<file path="src/rtl/fifo_axis_framer.sv">
// Drains the sniffer FIFO through a 3-entry prefetch buffer and emits AXI4-Stream frames of
// FRAME_LEN words. A stalled partial frame is closed with tlast after FLUSH_TIMEOUT idle cycles.
module fifo_axis_framer #(
  parameter int DATA_W        = 64,
  parameter int FRAME_LEN     = 256,
  parameter int FLUSH_TIMEOUT = 1024
) (
  input  logic              clk,
  input  logic              arst,
  input  logic              fifo_empty,
  output logic              fifo_rd_en,
  input  logic [DATA_W-1:0] fifo_dout,
  output logic [DATA_W-1:0] m_axis_tdata,
  output logic              m_axis_tvalid,
  input  logic              m_axis_tready,
  output logic              m_axis_tlast,
  output logic [31:0]       frame_cnt,
  output logic [15:0]       flush_cnt
);

  localparam int IDLE_W = (FLUSH_TIMEOUT > 1) ? $clog2(FLUSH_TIMEOUT + 1) : 1;
  localparam logic [15:0]       LAST_IDX  = 16'(FRAME_LEN - 1);
  localparam logic [IDLE_W-1:0] IDLE_LAST = (FLUSH_TIMEOUT > 0) ? IDLE_W'(FLUSH_TIMEOUT - 1) : '0;
  localparam bit                FLUSH_ON  = (FLUSH_TIMEOUT != 0);

  logic [DATA_W-1:0] r_buf [3];
  logic [1:0]        r_head;
  logic [1:0]        r_tail;
  logic [1:0]        r_count;
  logic              r_inflight;
  logic [15:0]       r_word_cnt;
  logic [IDLE_W-1:0] r_idle;
  logic              r_flush;
  logic [31:0]       r_frame_cnt;
  logic [15:0]       r_flush_cnt;

  logic [2:0] w_occupancy;
  logic       w_rd_en;
  logic       w_at_last;
  logic       w_tvalid;
  logic       w_tlast;
  logic       w_push;
  logic       w_pop;
  logic       w_idle_cond;

  function automatic logic [1:0] next_ptr(input logic [1:0] p);
    return (p == 2'd2) ? 2'd0 : p + 2'd1;
  endfunction

  // Reads are issued only from registered occupancy so there is no tready-to-rd_en path;
  // the in-flight word always has a free slot when it lands.
  assign w_occupancy = {1'b0, r_count} + {2'b00, r_inflight};
  assign w_rd_en     = !arst && !fifo_empty && (w_occupancy <= 3'd2);

  // The head is offered only once its tlast is known: either a successor exists (buffered or
  // in flight), it ends the frame by position, or the idle flush has fired.
  assign w_at_last   = (r_word_cnt == LAST_IDX);
  assign w_tvalid    = (r_count != 2'd0) &&
                       ((r_count >= 2'd2) || r_inflight || w_at_last || r_flush);
  assign w_tlast     = w_at_last || r_flush;
  assign w_push      = r_inflight;
  assign w_pop       = w_tvalid && m_axis_tready;
  assign w_idle_cond = FLUSH_ON && (r_count == 2'd1) && !r_inflight && fifo_empty && !w_tvalid;

  always_ff @(posedge clk or posedge arst) begin
    if (arst) begin
      // NOTE: the buffer is reset along with the control state so tdata reads 0 during reset;
      // plain storage arrays normally skip reset, but this one drives a port directly.
      for (int i = 0; i < 3; i++) r_buf[i] <= '0;
      r_head      <= '0;
      r_tail      <= '0;
      r_count     <= '0;
      r_inflight  <= 1'b0;
      r_word_cnt  <= '0;
      r_idle      <= '0;
      r_flush     <= 1'b0;
      r_frame_cnt <= '0;
      r_flush_cnt <= '0;
    end else begin
      r_inflight <= w_rd_en;

      if (w_push) begin
        r_buf[r_tail] <= fifo_dout;
        r_tail        <= next_ptr(r_tail);
      end
      if (w_pop) r_head <= next_ptr(r_head);

      unique case ({w_push, w_pop})
        2'b10:   r_count <= r_count + 2'd1;
        2'b01:   r_count <= r_count - 2'd1;
        default: r_count <= r_count;
      endcase

      if (w_pop) begin
        if (w_tlast) begin
          r_word_cnt  <= '0;
          r_frame_cnt <= r_frame_cnt + 32'd1;
          r_flush     <= 1'b0;
          // A flush that lands on a natural frame boundary is counted as a normal frame.
          if (r_flush && !w_at_last && (r_flush_cnt != 16'hFFFF))
            r_flush_cnt <= r_flush_cnt + 16'd1;
        end else begin
          r_word_cnt <= r_word_cnt + 16'd1;
        end
      end

      if (w_idle_cond) begin
        r_idle <= r_idle + 1'b1;
        if (r_idle == IDLE_LAST) r_flush <= 1'b1;
      end else begin
        r_idle <= '0;
      end
    end
  end

  assign fifo_rd_en    = w_rd_en;
  assign m_axis_tdata  = r_buf[r_head];
  assign m_axis_tvalid = w_tvalid;
  assign m_axis_tlast  = w_tlast;
  assign frame_cnt     = r_frame_cnt;
  assign flush_cnt     = r_flush_cnt;

  // The prefetch issue rule guarantees a landing word never meets a full buffer.
  a_no_overflow: assert property (@(posedge clk) disable iff (arst)
    !(w_push && !w_pop && (r_count == 2'd3)));

endmodule

</file>
<file path="config.mk">
export PLATFORM = sky130hd
export DESIGN_NAME = fifo_axis_framer
export DESIGN_NICKNAME = d
export VERILOG_FILES = /design/src/rtl/fifo_axis_framer.sv
export SDC_FILE = /design/constraint.sdc
export NUM_CORES = 1
export LEC_CHECK = 0
export CAP_MARGIN = 20
export CORE_MARGIN = 5
export CORE_UTILIZATION = 49
export CTS_CLUSTER_DIAMETER = 80
export DETAILED_ROUTE_END_ITERATION = 12
export HOLD_SLACK_MARGIN = 0.1
export PLACE_DENSITY = 0.81
export SYNTH_ARGS = -nofsm -noshare
export SYNTH_HDL_FRONTEND = slang
export SYNTH_SLANG_ARGS = --single-unit
</file>
<file path="constraint.sdc">
create_clock -name clk -period 10.4 [get_ports clk]
set_clock_uncertainty 0.05 [all_clocks]
set_input_delay 3.12 -clock clk [delete_from_list [all_inputs] [get_ports clk]]
set_output_delay 3.12 -clock clk [all_outputs]
set_load 0.005 [all_outputs]
</file>
==> metrics.csv <==
metric,value,unit
gp_congestion,0.8169,
cp.arrival,4.44,ns
ctsResizeCount,0,
n_fill_cell,1940,
cp.required,7.23,ns
regArea,6887,um^2
drc,0,
hold_start,frame_cnt[31]$_DFFE_PP0P_,
clockPowerShare,23.6,%
cp-start-kind,input port,
setup_viol,0,
fp-row-count,58,
cts_setup_buffers,0,
boundaryPins,183,
setup.worst_path.start,arst,
insertedDiodeCount,0,
worst-slew-pin-transition,1.062,ns
p_leak,6.438,nW
met1_length,11.87,mm
comb_power_share,36.2,%
crit_fanout,2,
ys.flop_type,dfrtp_1,
seq_area_frac_synth,55.93,%
p_sw_share,30.03,%
drt-wirelength-per-cell,18.09,um
port_buffers,182,
grt_util_all_layers,19.57,%
finalMaxSlewViolations,0,
cts_root_buf,clkbuf_16,
endpoint_kind,primary output,
dpl.hpwl,17.17,mm
whs,0.4276,ns
async_flop_share,100.0,%
clk_pin_slew_worst_paths,0.06,ns
start_util,49.28,%
maxSlewHeadroom,29.12,%
multi_input_area,5211,um^2
first_global_vias,8938,
die_w,168.5,um
max_freq,0.1314,GHz
antenna_found_initial,2,
die_h,168.5,um
worst_slack,2.791,ns
vias,8338,
yosysWarnings,0,
htreeDepth,1,
coreArea,24960,um^2
dp_slack,2.789,ns
pwr_density_cell,279.3,nW/um^2
r2r_start,r_word_cnt[8]$_DFFE_PP0P_,
yosysUniqueCellTypes,40,
ir_drop,0.2249,mV
final_cells,1525,
dieArea,28380,um^2
rsz0062_at_grt,false,
post-place-cells,1476,
highest_layer,met5,
wl_met2,13.46,mm
clockBufferDepth,3,
setup_tns,0,ns
period_minus_slack,7.609,ns
synth_enable_flop_cells,0,
cts_hold_buf,0,
ant_nets,0,
finalHoldViolCount,0,
vias_per_cell,5.468,
syn-num-nets,1080,
p_sw,0.001292,W
seq_power_share,40.2,%
syn_area,12300,um^2
hp-class,reg -> reg,
final_layout_size_suffix_gt1_share,22.01,%
cts.sinks,275,
cts_tree,yes,
avgSynthCellArea,12.28,um^2
overflow,0,
initialDrtViolationCount,618,
critPathKind,in -> out,
clk_latency,0.54,ns
p_int,0.003009,W
routed_wl,27.58,mm
ys_ff_latch,275,
status,"complete, no violations",
area_growth,25.15,%
synthCells,1002,
dr_wl_met3,1.447,mm
final.period_utilization,73.16,%
layout.nets,1255,
cts_buffers,29,
dr.pass1.iters,5,
grt_max_degree,174,
grt_pass1_wl,46.08,mm
maxCapViolations,0,
## layout by cell type, fill, tap and decap left out, types with 11 or more instances in the layout
cell             count
dfrtp_1            273
mux2_2             196
clkdlybuf4s50_1    182
nand2_1            101
o21ai_0             66
mux2i_1             64
xnor2_1             41
nor2_1              39
clkbuf_16           29
xor2_1              25
nand3_1             24
nand4_1             19
inv_1               12
nor3_1              11
a21oi_1             11
## final timing paths
check                                       endpoint  slack [ns]  cells after the start
max                                       fifo_rd_en        2.79                      3
min                        frame_cnt[31]$_DFFE_PP0P_        0.43                      1
max reg2reg                        r_flush$_DFF_PP0_        7.17                      5
min reg2reg                frame_cnt[31]$_DFFE_PP0P_        0.43                      1
max in group asynchronous      r_buf[39]$_DFFE_PP0P_        5.95                      3
min in group asynchronous   frame_cnt[5]$_DFFE_PP0P_        2.99                      2
## registers in the layout, indices dropped and copies added (netlist names)
name,count
r_buf,192
frame_cnt,32
flush_cnt,16
r_word_cnt,16
r_idle,11
r_count,2
r_head,2
r_tail,2
r_flush,1
r_inflight,1
## power groups by stage
stage                     logic [W]  clock network (W)  registers [W]
after floorplan            0.000907                  0        0.00166
after global placement      0.00153                  0        0.00171
after detailed placement    0.00156                  0        0.00174
after CTS                   0.00158            0.00104        0.00173
after global routing        0.00171            0.00109        0.00179
final                       0.00155            0.00102        0.00173
## cell type report
type / count / area share [%]
Sequential cell: 275 / 44.73
Multi-Input combinational cell: 666 / 33.85
Timing Repair Buffer: 191 / 12.35
Clock buffer: 38 / 5.128
Tap cell: 330 / 2.682
Clock inverter: 11 / 0.9020
Inverter: 14 / 0.3657
## synth_stat cells (3+ instances only)
cell type	n	area share [%]
nand2b_1	3	0.15
xnor2_1	41	2.9
o21ai_1	4	0.16
and3_1	7	0.36
clkbuf_1	43	1.3
nor2_1	39	1.2
a211oi_1	3	0.18
mux2i_1	64	5.2
buf_1	3	0.092
or3_1	6	0.31
ha_1	10	1.0
nand2_1	101	3.1
nor4_1	4	0.20
a21o_1	3	0.18
a21oi_1	11	0.45
nor3_1	12	0.49
or2_2	3	0.15
nand3_1	25	1.0
inv_1	13	0.40
o21ai_0	66	2.7
nand4_1	19	0.97
or4_4	3	0.27
mux2_2	196	18
and4_1	7	0.50
xor2_1	25	1.8
dfrtp_1	275	56
## cell families after synthesis
group	after synthesis	synth area share, %
DFF	275	55.93
muxes	260	23.15
and+or+nand+nor	237	9.194
AOI/OAI and AO/OA	93	4.088
xor gates and xnor gates	66	4.698
buffers and inverters	61	1.922
adders and majority gates	10	1.017
## worst max-delay path, stage by stage
cell and delay, ns:
clkdlybuf4s50_1 0.47, nor3_1 0.28, clkdlybuf4s50_1 0.57
## per-layer routing
| metal | vias to the layer above | global-route usage [%] |
|---|---|---|
| li1 | 3881 | - |
| met1 | 4223 | 25.52 |
| met2 | 181 | 33.42 |
| met3 | 49 | 4.110 |
| met4 | 4 | 5.434 |
| met5 | - | 0 |
## metrics by stage
step / power [W] / cell area [um^2] / utilization (%)
after floorplan: 0.002569 / 12310 / -
after detailed placement: 0.003308 / 14470 / 57.96
after global routing: 0.004584 / 15400 / 61.68
final: 0.004301 / 15400 / 61.68
after CTS: 0.004352 / 15400 / 61.68
after global placement: 0.003238 / 14470 / 57.96
Note: power is estimated with default switching activity, not from simulation.
